==> src/rtl/spi_duty_pkg.sv <==
// ============================================================================
// Module      : spi_duty_pkg
// Description : Shared constants and state encoding for the SPI duty receiver.
// Revision    : 1.0 - initial release
// ============================================================================
`default_nettype none

package spi_duty_pkg;

    localparam logic [3:0] CMD_SET    = 4'hA;
    localparam logic [3:0] CMD_READ   = 4'h5;
    localparam logic [3:0] MISO_HDR   = 4'hC;
    localparam int         FRAME_BITS = 8;

    // Bit counter stops here so over-long frames stay distinguishable from 8.
    localparam logic [3:0] CNT_SAT    = 4'd9;

    typedef enum logic [1:0] {
        WAIT_IDLE = 2'd0,
        IDLE      = 2'd1,
        SHIFT     = 2'd2
    } state_t;

endpackage

`default_nettype wire

==> src/rtl/sync_edge.sv <==
// ============================================================================
// Module      : sync_edge
// Description : Multi-stage input synchronizer with registered level/edge out.
// Revision    : 1.0 - initial release
// ============================================================================
`default_nettype none

module sync_edge #(
    parameter int SYNC_STAGES = 2
) (
    input  logic clk,
    input  logic rst,
    input  logic d_i,
    output logic level_o,
    output logic rise_o,
    output logic fall_o
);

    logic [SYNC_STAGES-1:0] r_sync_q;
    logic                   r_level_q;
    logic                   r_rise_q;
    logic                   r_fall_q;
    logic                   w_sync_out;

    assign w_sync_out = r_sync_q[SYNC_STAGES-1];

    // Level and edges come out of the same register stage so they stay aligned.
    always_ff @(posedge clk) begin
        if (rst) begin
            r_sync_q  <= '0;
            r_level_q <= 1'b0;
            r_rise_q  <= 1'b0;
            r_fall_q  <= 1'b0;
        end else begin
            r_sync_q  <= {r_sync_q[SYNC_STAGES-2:0], d_i};
            r_level_q <= w_sync_out;
            r_rise_q  <= w_sync_out & ~r_level_q;
            r_fall_q  <= ~w_sync_out & r_level_q;
        end
    end

    assign level_o = r_level_q;
    assign rise_o  = r_rise_q;
    assign fall_o  = r_fall_q;

endmodule

`default_nettype wire

==> src/rtl/spi_duty_receiver.sv <==
// ============================================================================
// Module      : spi_duty_receiver
// Description : SPI mode-0 slave that validates command frames and holds the
//               PWM duty value; echoes the current duty on MISO.
// Revision    : 1.0 - initial release
// ============================================================================
`default_nettype none

module spi_duty_receiver
    import spi_duty_pkg::*;
#(
    parameter int SYNC_STAGES = 2,
    parameter int DUTY_MAX    = 10
) (
    input  logic       SLK,
    input  logic       rst,
    input  logic       spi_sclk,
    input  logic       spi_cs_n,
    input  logic       spi_mosi,
    output logic       spi_miso,
    output logic [3:0] Porcentaje,
    output logic       frame_valid,
    output logic       frame_error
);

    localparam logic [3:0] c_DUTY_MAX = 4'(DUTY_MAX);
    localparam logic [3:0] c_FRAME_BITS = 4'(FRAME_BITS);

    logic w_sclk_lvl, w_sclk_rise, w_sclk_fall;
    logic w_cs_lvl, w_cs_rise, w_cs_fall;
    logic w_mosi_lvl, w_mosi_rise, w_mosi_fall;
    logic w_unused_edges;

    state_t     r_state_q, w_state_d;
    logic [3:0] r_cnt_q, w_cnt_d;
    logic [7:0] r_rx_q, w_rx_d;
    logic [7:0] r_tx_q, w_tx_d;
    logic [3:0] r_duty_q, w_duty_d;
    logic       r_miso_q, w_miso_d;
    logic       r_valid_q, w_valid_d;
    logic       r_error_q, w_error_d;

    sync_edge #(.SYNC_STAGES(SYNC_STAGES)) u_sync_sclk (
        .clk(SLK), .rst(rst), .d_i(spi_sclk),
        .level_o(w_sclk_lvl), .rise_o(w_sclk_rise), .fall_o(w_sclk_fall)
    );

    sync_edge #(.SYNC_STAGES(SYNC_STAGES)) u_sync_cs (
        .clk(SLK), .rst(rst), .d_i(spi_cs_n),
        .level_o(w_cs_lvl), .rise_o(w_cs_rise), .fall_o(w_cs_fall)
    );

    sync_edge #(.SYNC_STAGES(SYNC_STAGES)) u_sync_mosi (
        .clk(SLK), .rst(rst), .d_i(spi_mosi),
        .level_o(w_mosi_lvl), .rise_o(w_mosi_rise), .fall_o(w_mosi_fall)
    );

    assign w_unused_edges = w_sclk_lvl ^ w_mosi_rise ^ w_mosi_fall;

    // SCLK work is applied first so a CS rise in the same cycle sees the final bit.
    always_comb begin
        w_state_d = r_state_q;
        w_cnt_d   = r_cnt_q;
        w_rx_d    = r_rx_q;
        w_tx_d    = r_tx_q;
        w_duty_d  = r_duty_q;
        w_valid_d = 1'b0;
        w_error_d = 1'b0;
        case (r_state_q)
            WAIT_IDLE: begin
                if (w_cs_lvl) w_state_d = IDLE;
            end
            IDLE: begin
                if (w_cs_fall) begin
                    w_cnt_d   = 4'd0;
                    w_tx_d    = {MISO_HDR, r_duty_q};
                    w_state_d = SHIFT;
                end
            end
            SHIFT: begin
                if (w_sclk_rise) begin
                    w_rx_d = {r_rx_q[6:0], w_mosi_lvl};
                    if (r_cnt_q != CNT_SAT) w_cnt_d = r_cnt_q + 4'd1;
                end
                if (w_sclk_fall) w_tx_d = {r_tx_q[6:0], 1'b0};
                if (w_cs_rise) begin
                    w_state_d = IDLE;
                    if (w_cnt_d == c_FRAME_BITS) begin
                        case (w_rx_d[7:4])
                            CMD_SET: begin
                                if (w_rx_d[3:0] <= c_DUTY_MAX) begin
                                    w_duty_d  = w_rx_d[3:0];
                                    w_valid_d = 1'b1;
                                end else begin
                                    w_error_d = 1'b1;
                                end
                            end
                            CMD_READ: w_valid_d = 1'b1;
                            default:  w_error_d = 1'b1;
                        endcase
                    end else begin
                        w_error_d = 1'b1;
                    end
                end
            end
            default: w_state_d = WAIT_IDLE;
        endcase
        w_miso_d = (w_state_d == SHIFT) ? w_tx_d[7] : 1'b0;
    end

    always_ff @(posedge SLK) begin
        if (rst) begin
            r_state_q <= WAIT_IDLE;
            r_cnt_q   <= 4'd0;
            r_rx_q    <= 8'd0;
            r_tx_q    <= 8'd0;
            r_duty_q  <= 4'd0;
            r_miso_q  <= 1'b0;
            r_valid_q <= 1'b0;
            r_error_q <= 1'b0;
        end else begin
            r_state_q <= w_state_d;
            r_cnt_q   <= w_cnt_d;
            r_rx_q    <= w_rx_d;
            r_tx_q    <= w_tx_d;
            r_duty_q  <= w_duty_d;
            r_miso_q  <= w_miso_d;
            r_valid_q <= w_valid_d;
            r_error_q <= w_error_d;
        end
    end

    assign spi_miso    = r_miso_q;
    assign Porcentaje  = r_duty_q;
    assign frame_valid = r_valid_q;
    assign frame_error = r_error_q;

endmodule

`default_nettype wire
==> config.mk <==
export PLATFORM = sky130hd
export DESIGN_NAME = spi_duty_receiver
export DESIGN_NICKNAME = d
export VERILOG_FILES = /design/src/rtl/spi_duty_pkg.sv /design/src/rtl/sync_edge.sv /design/src/rtl/spi_duty_receiver.sv
export SDC_FILE = /design/constraint.sdc
export NUM_CORES = 1
export LEC_CHECK = 0
export ABC_AREA = 1
export ABC_CLOCK_PERIOD_IN_PS = 2600
export CAP_MARGIN = 5
export CORE_MARGIN = 1
export CORE_UTILIZATION = 30
export CTS_BUF_LIST = sky130_fd_sc_hd__clkbuf_16
export CTS_CLUSTER_DIAMETER = 80
export DETAILED_ROUTE_END_ITERATION = 10
export GPL_ROUTABILITY_DRIVEN = 0
export PLACE_DENSITY = 0.54
export SLEW_MARGIN = 30
export SYNTH_ARGS = -nofsm -noshare
export SYNTH_HDL_FRONTEND = slang
export SYNTH_SLANG_ARGS = --single-unit
==> constraint.sdc <==
create_clock -name SLK -period 2.6 [get_ports SLK]
set_input_delay 0.52 -clock SLK [delete_from_list [all_inputs] [get_ports SLK]]
set_output_delay 0.52 -clock SLK [all_outputs]
set_load 0.05 [all_outputs]
# == Word-level counts from Yosys, hierarchy flattened ==
# Cells that the tools add are included.
# op_classes
mux,19
n_addsub,1
reduce_logical,8
n_eq_ne,9
bitwise_logic,12
order_cmp,1
# ops
cell,n
two-way mux 8 bit,4
two-way mux 4 bit,4
one-hot mux 8 bit (2 select lines),1
equality test 4 bit (second input constant),2
inverter 1 bit,8
one-hot mux 4 bit (2 select lines),1
two-way mux 2 bit,3
one-hot mux 2 bit (3 select lines),1
AND reduction 5 bit,1
adder 4 x 1 -> 4 bit (second input constant),1
bitwise AND 1 bit,4
equality test 2 bit (second input constant),2
equality test 4 x 3 -> 1 bit (second input constant),1
<= comparator 4 bit (second input constant),1
!= test 2 x 1 -> 1 bit (second input constant),2
!= test 4 bit (second input constant),1
one-hot mux 1 bit (2 select lines),2
OR reduction 4 bit,1
two-way mux 1 bit,3
AND reduction 3 bit,1
OR reduction 3 bit,1
equality test 2 x 1 -> 1 bit (second input constant),1
zero test 2 bit,1
AND reduction 2 bit,1
2 further kinds,2
# word_totals
elab_cells,69
inputBits,5
ff_bits,42

# == Depth between registers and ports, before layout ==
# depth
depth_word,7
depth_mapped,11

# == Cells and area by module ==
# A second synthesis with hierarchy kept.
# unflattened
cells_unflattened,285
area_unflattened_um2,1976.9
# by_module_without_submodules
mod,n_inst,cells_each,area_each_um2
spi_duty_receiver,1,240,1556.5
sync_edge,3,15,140.1

# == Least setup slack after synthesis ==
# OpenSTA, ideal clock, no wires.
# synth_timing
path_kind,reg2reg
from,reg r_state_q[1]
to,reg r_tx_q[2]
stages_incl_launch_ff,9
n_path_buf,1
slack_ns,1.010
synth_period_minus_slack_ns,1.590
setup_ns,0.122
t_arrival_ns,1.468
cell_sequence,dfxtp_1 inv_1 ha_1 inv_1 nor2_1 nand2_1 buf_4 a221oi_1 nor2_1
# synth_via
elab_chain_len,3
elab_cells_between_ends,7
# synth_lines
element,line,rtl
"start, declared",spi_duty_receiver.sv:34,"state_t r_state_q, w_state_d;"
"start signal, assigned",spi_duty_receiver.sv:122,r_state_q <= w_state_d;
equality test 2 bit / equality test 2 x 1 -> 1 bit (equally long branches),spi_duty_receiver.sv:69,case (r_state_q)
!= test 2 x 1 -> 1 bit (no source line) / nonzero test 2 bit (equally long branches),-,
AND reduction 3 bit (no source line),-,
"end signal, assigned",spi_duty_receiver.sv:125,r_tx_q <= w_tx_d;
"end, declared",spi_duty_receiver.sv:37,"logic [7:0] r_tx_q, w_tx_d;"
# Parallel ways exist; a longest one is shown, timed or not.
# A chain may end at the register's enable or synchronous reset.

# == Worst setup path in the final report ==
# layout_timing
from,reg r_state_q[0]
to,reg r_tx_q[6]
# Same word-level chain as after synthesis.

==> metrics.md <==
| Metric | Value |
|---|---|
| EDFF count, synth | `0` |
| Initial antenna violation count | `0` |
| Post-route DRC | `0` |
| Final Slew Violations | `0` |
| Count leader, synth | `nand2_1` |
| Normalized max-slew margin | `52.88%` |
| Run status | `complete, no violations` |
| Buf/Inv on CP | `2` |
| Row cnt | `28` |
| Io pins | `12` |
| Final net count | `301` |
| Final period utilization | `80.44%` |
| Synth warnings | `0` |
| Layout cell share with drive strength beyond 1 | `4.811%` |
| Commonest cells post-synth | `nand2_1, inv_1, dfxtp_1` |
| VDD IR max | `0.0002775 V` |
| Quantity of hold-fixing buffers added after cts | `0` |
| Postcts setup bufs | `0` |
| Leakage | `0.9446 nW` |
| Largest delay share family, worst path | `simple AND/OR/NAND/NOR gates` |
| #FFs+latches synth | `42` |
| Core footprint | `0.006061 mm²` |
| Adder-cell share of the synthesized area | `3.876%` |
| Slowest CP cell | `ha_1` |
| Synth Area in XOR/XNOR | `0%` |
| Initial core utilization | `31.96%` |
| Worst Tran Pin Value | `705.9 ps` |
| CP Cell Sequence | `inv_1 -> ha_1 -> inv_1 -> or2_2 -> nand2_1 -> a211oi_1 -> a211oi_1` |
| Pwr/cell area | `582.7 mW/mm²` |
| Port Buffers | `11` |
| CTS tree | `yes` |
| Worst-Skew Late Latency | `280 ps` |
| CTS sink cnt | `42` |
| Synth Area in Simple Gates | `29.78%` |
| Most used DFF post-synth | `dfxtp_1` |
| Hold WS | `396.2 ps` |
| Die width | `82.35 µm` |
| Setup violations, final | `0` |
| Tmin final | `2092 ps` |
| CP peak stage delay | `380 ps` |
| Ranking of synthesized cells by area | `dfxtp_1, nand2_1, inv_1` |
| DR vias/cell | `4.503` |
| Vias | `1648` |
| Post_cts resized | `0` |
| Total Routing Usage GR | `12.76%` |
| Worst-path clk slew | `70 ps` |
| Largest family of logic cells by synthesized area | `simple AND/OR/NAND/NOR gates` |
| Setup TNS | `0 ps` |
| Htree depth | `2` |
| Cts bufs inserted | `5` |
| Worst Path Arrival | `2290 ps` |
| Global-route wire length before repair | `6513 µm` |
| Synth top area share | `43.41%` |
| Worst setup margin | `508.4 ps` |
| CTS root buffer | `clkbuf_16` |
| Post-synthesis mux area share | `0%` |
| FMAX | `478.1 MHz` |
| CP Class | `reg2reg` |
| Synth Instances | `279` |
| Critical Path Start Type | `register` |
| Area delta synth->final | `15.70%` |
| Synth Net Count | `290` |
| Compound-Gate Fraction of Synth Area | `11.30%` |
| Sequential element share of the synthesized area | `43.41%` |
| Detail Route Antenna Nets | `0` |
| Iteration-0 DRC Markers | `54` |
| Max FO, Critical Path | `13` |
| Syn Area/Cell | `6.942 µm²` |
| Max-Cap Viols | `0` |
| WL/cell | `10.60 µm` |
| Hold Path Class | `reg2reg` |
| CTS max path bufs | `2` |
| Yosys top cell by area | `dfxtp_1` |
| Die Height | `82.35 µm` |
| Drt first pass iters | `4` |
| Vias in the first global route | `1479` |
| Library cells used by synthesis | `27` |
| Post-DP HPWL | `2790 µm` |
| Hold Violations, Final | `0` |
| Placement Setup Slack | `493.9 ps` |
| Final WL | `3879 µm` |
| Req. time, crit path | `2800 ps` |
| Die area | `0.006782 mm²` |
| GRT overflow | `0` |
| Largest net degree at the start of global routing | `32` |
| Clock skew | `10.06 ps` |
| Post-synth ARST share | `0%` |
| Netlist Area Pre-Place | `0.001937 mm²` |
| Antenna Cells | `0` |
| RSZ-0062 raised after global routing | `false` |
| CP Capture Type | `register` |
stage by stage:
step	area, µm²	total power [mW]	util (%)	cells
final	2241	1.306	36.97	366
after global routing	2241	1.358	36.97	366
after CTS	2241	1.321	36.97	366
after detailed placement	2100	0.7238	34.64	358
after global placement	2100	0.7232	34.64	358
after floorplan	1937	0.7083	-	279
final timing paths:
check,cells after the start,slack [ps],startpoint,end
max,7,510,r_state_q[0],r_tx_q[6]
min,2,400,u_sync_mosi.r_sync_q[1],u_sync_mosi.level_o
max reg2reg,7,510,r_state_q[0],r_tx_q[6]
min reg2reg,2,400,u_sync_mosi.r_sync_q[1],u_sync_mosi.level_o
worst min-delay path, cell delays in order, from the launching register on:
cell and delay [ps]:
dfxtp_1 290, inv_1 40, nor2_1 30
routing by layer:
metal | share of wire [%] | up-vias | GRT usage [%]
met5 | 0 | - | 0
met4 | 1.2 | 0 | 4.737
met3 | 2.5 | 6 | 2.967
met2 | 43 | 17 | 21.07
met1 | 53 | 729 | 16.09
li1 | - | 896 | -
cells by family after synthesis:
family,after synthesis
flip-flops,42
AND/OR/NAND/NOR,138
adder cells (fa/ha/maj),6
AO/OA/AOI/OAI,38
buffers and inverters,55
cell type report:
cell class / count / area, µm²
fillers: 660 / 3820
multi-input cells: 182 / 870.8
flip-flops and latches: 42 / 840.8
inverters: 47 / 176.4
clock buffers: 5 / 125.1
repair buffers: 12 / 117.6
well taps: 75 / 93.84
clock inverters: 3 / 16.27
report_power, final:
group	switching, mW	total [mW]	leakage [nW]	internal (mW)
combinational	0.0310	0.0489	0.537	0.0179
clock	0.247	0.597	0.0672	0.350
sequential	0.00597	0.660	0.340	0.654
layout by cell type (no fill, tap or decap), types with 4 or more instances in the layout:
master            n
nor2_1           35
nor2_2            4
clkbuf_16         5
a211oi_1          4
nor3_1            5
a21oi_1          14
ha_1              6
dfxtp_1          42
inv_1            46
nand3_1          16
o21ai_0          11
nand2_1          71
clkdlybuf4s50_1  11
state kept, by name (all words and copies together), names as in the netlist, 2 cells and up:
signal,cells
u_sync_mosi.r_sync_q,2
r_cnt_q,4
Porcentaje,4
u_sync_sclk.r_sync_q,2
r_state_q,2
u_sync_cs.r_sync_q,2
r_tx_q,8
r_rx_q,8
Note: power is estimated with default switching activity, not from simulation.
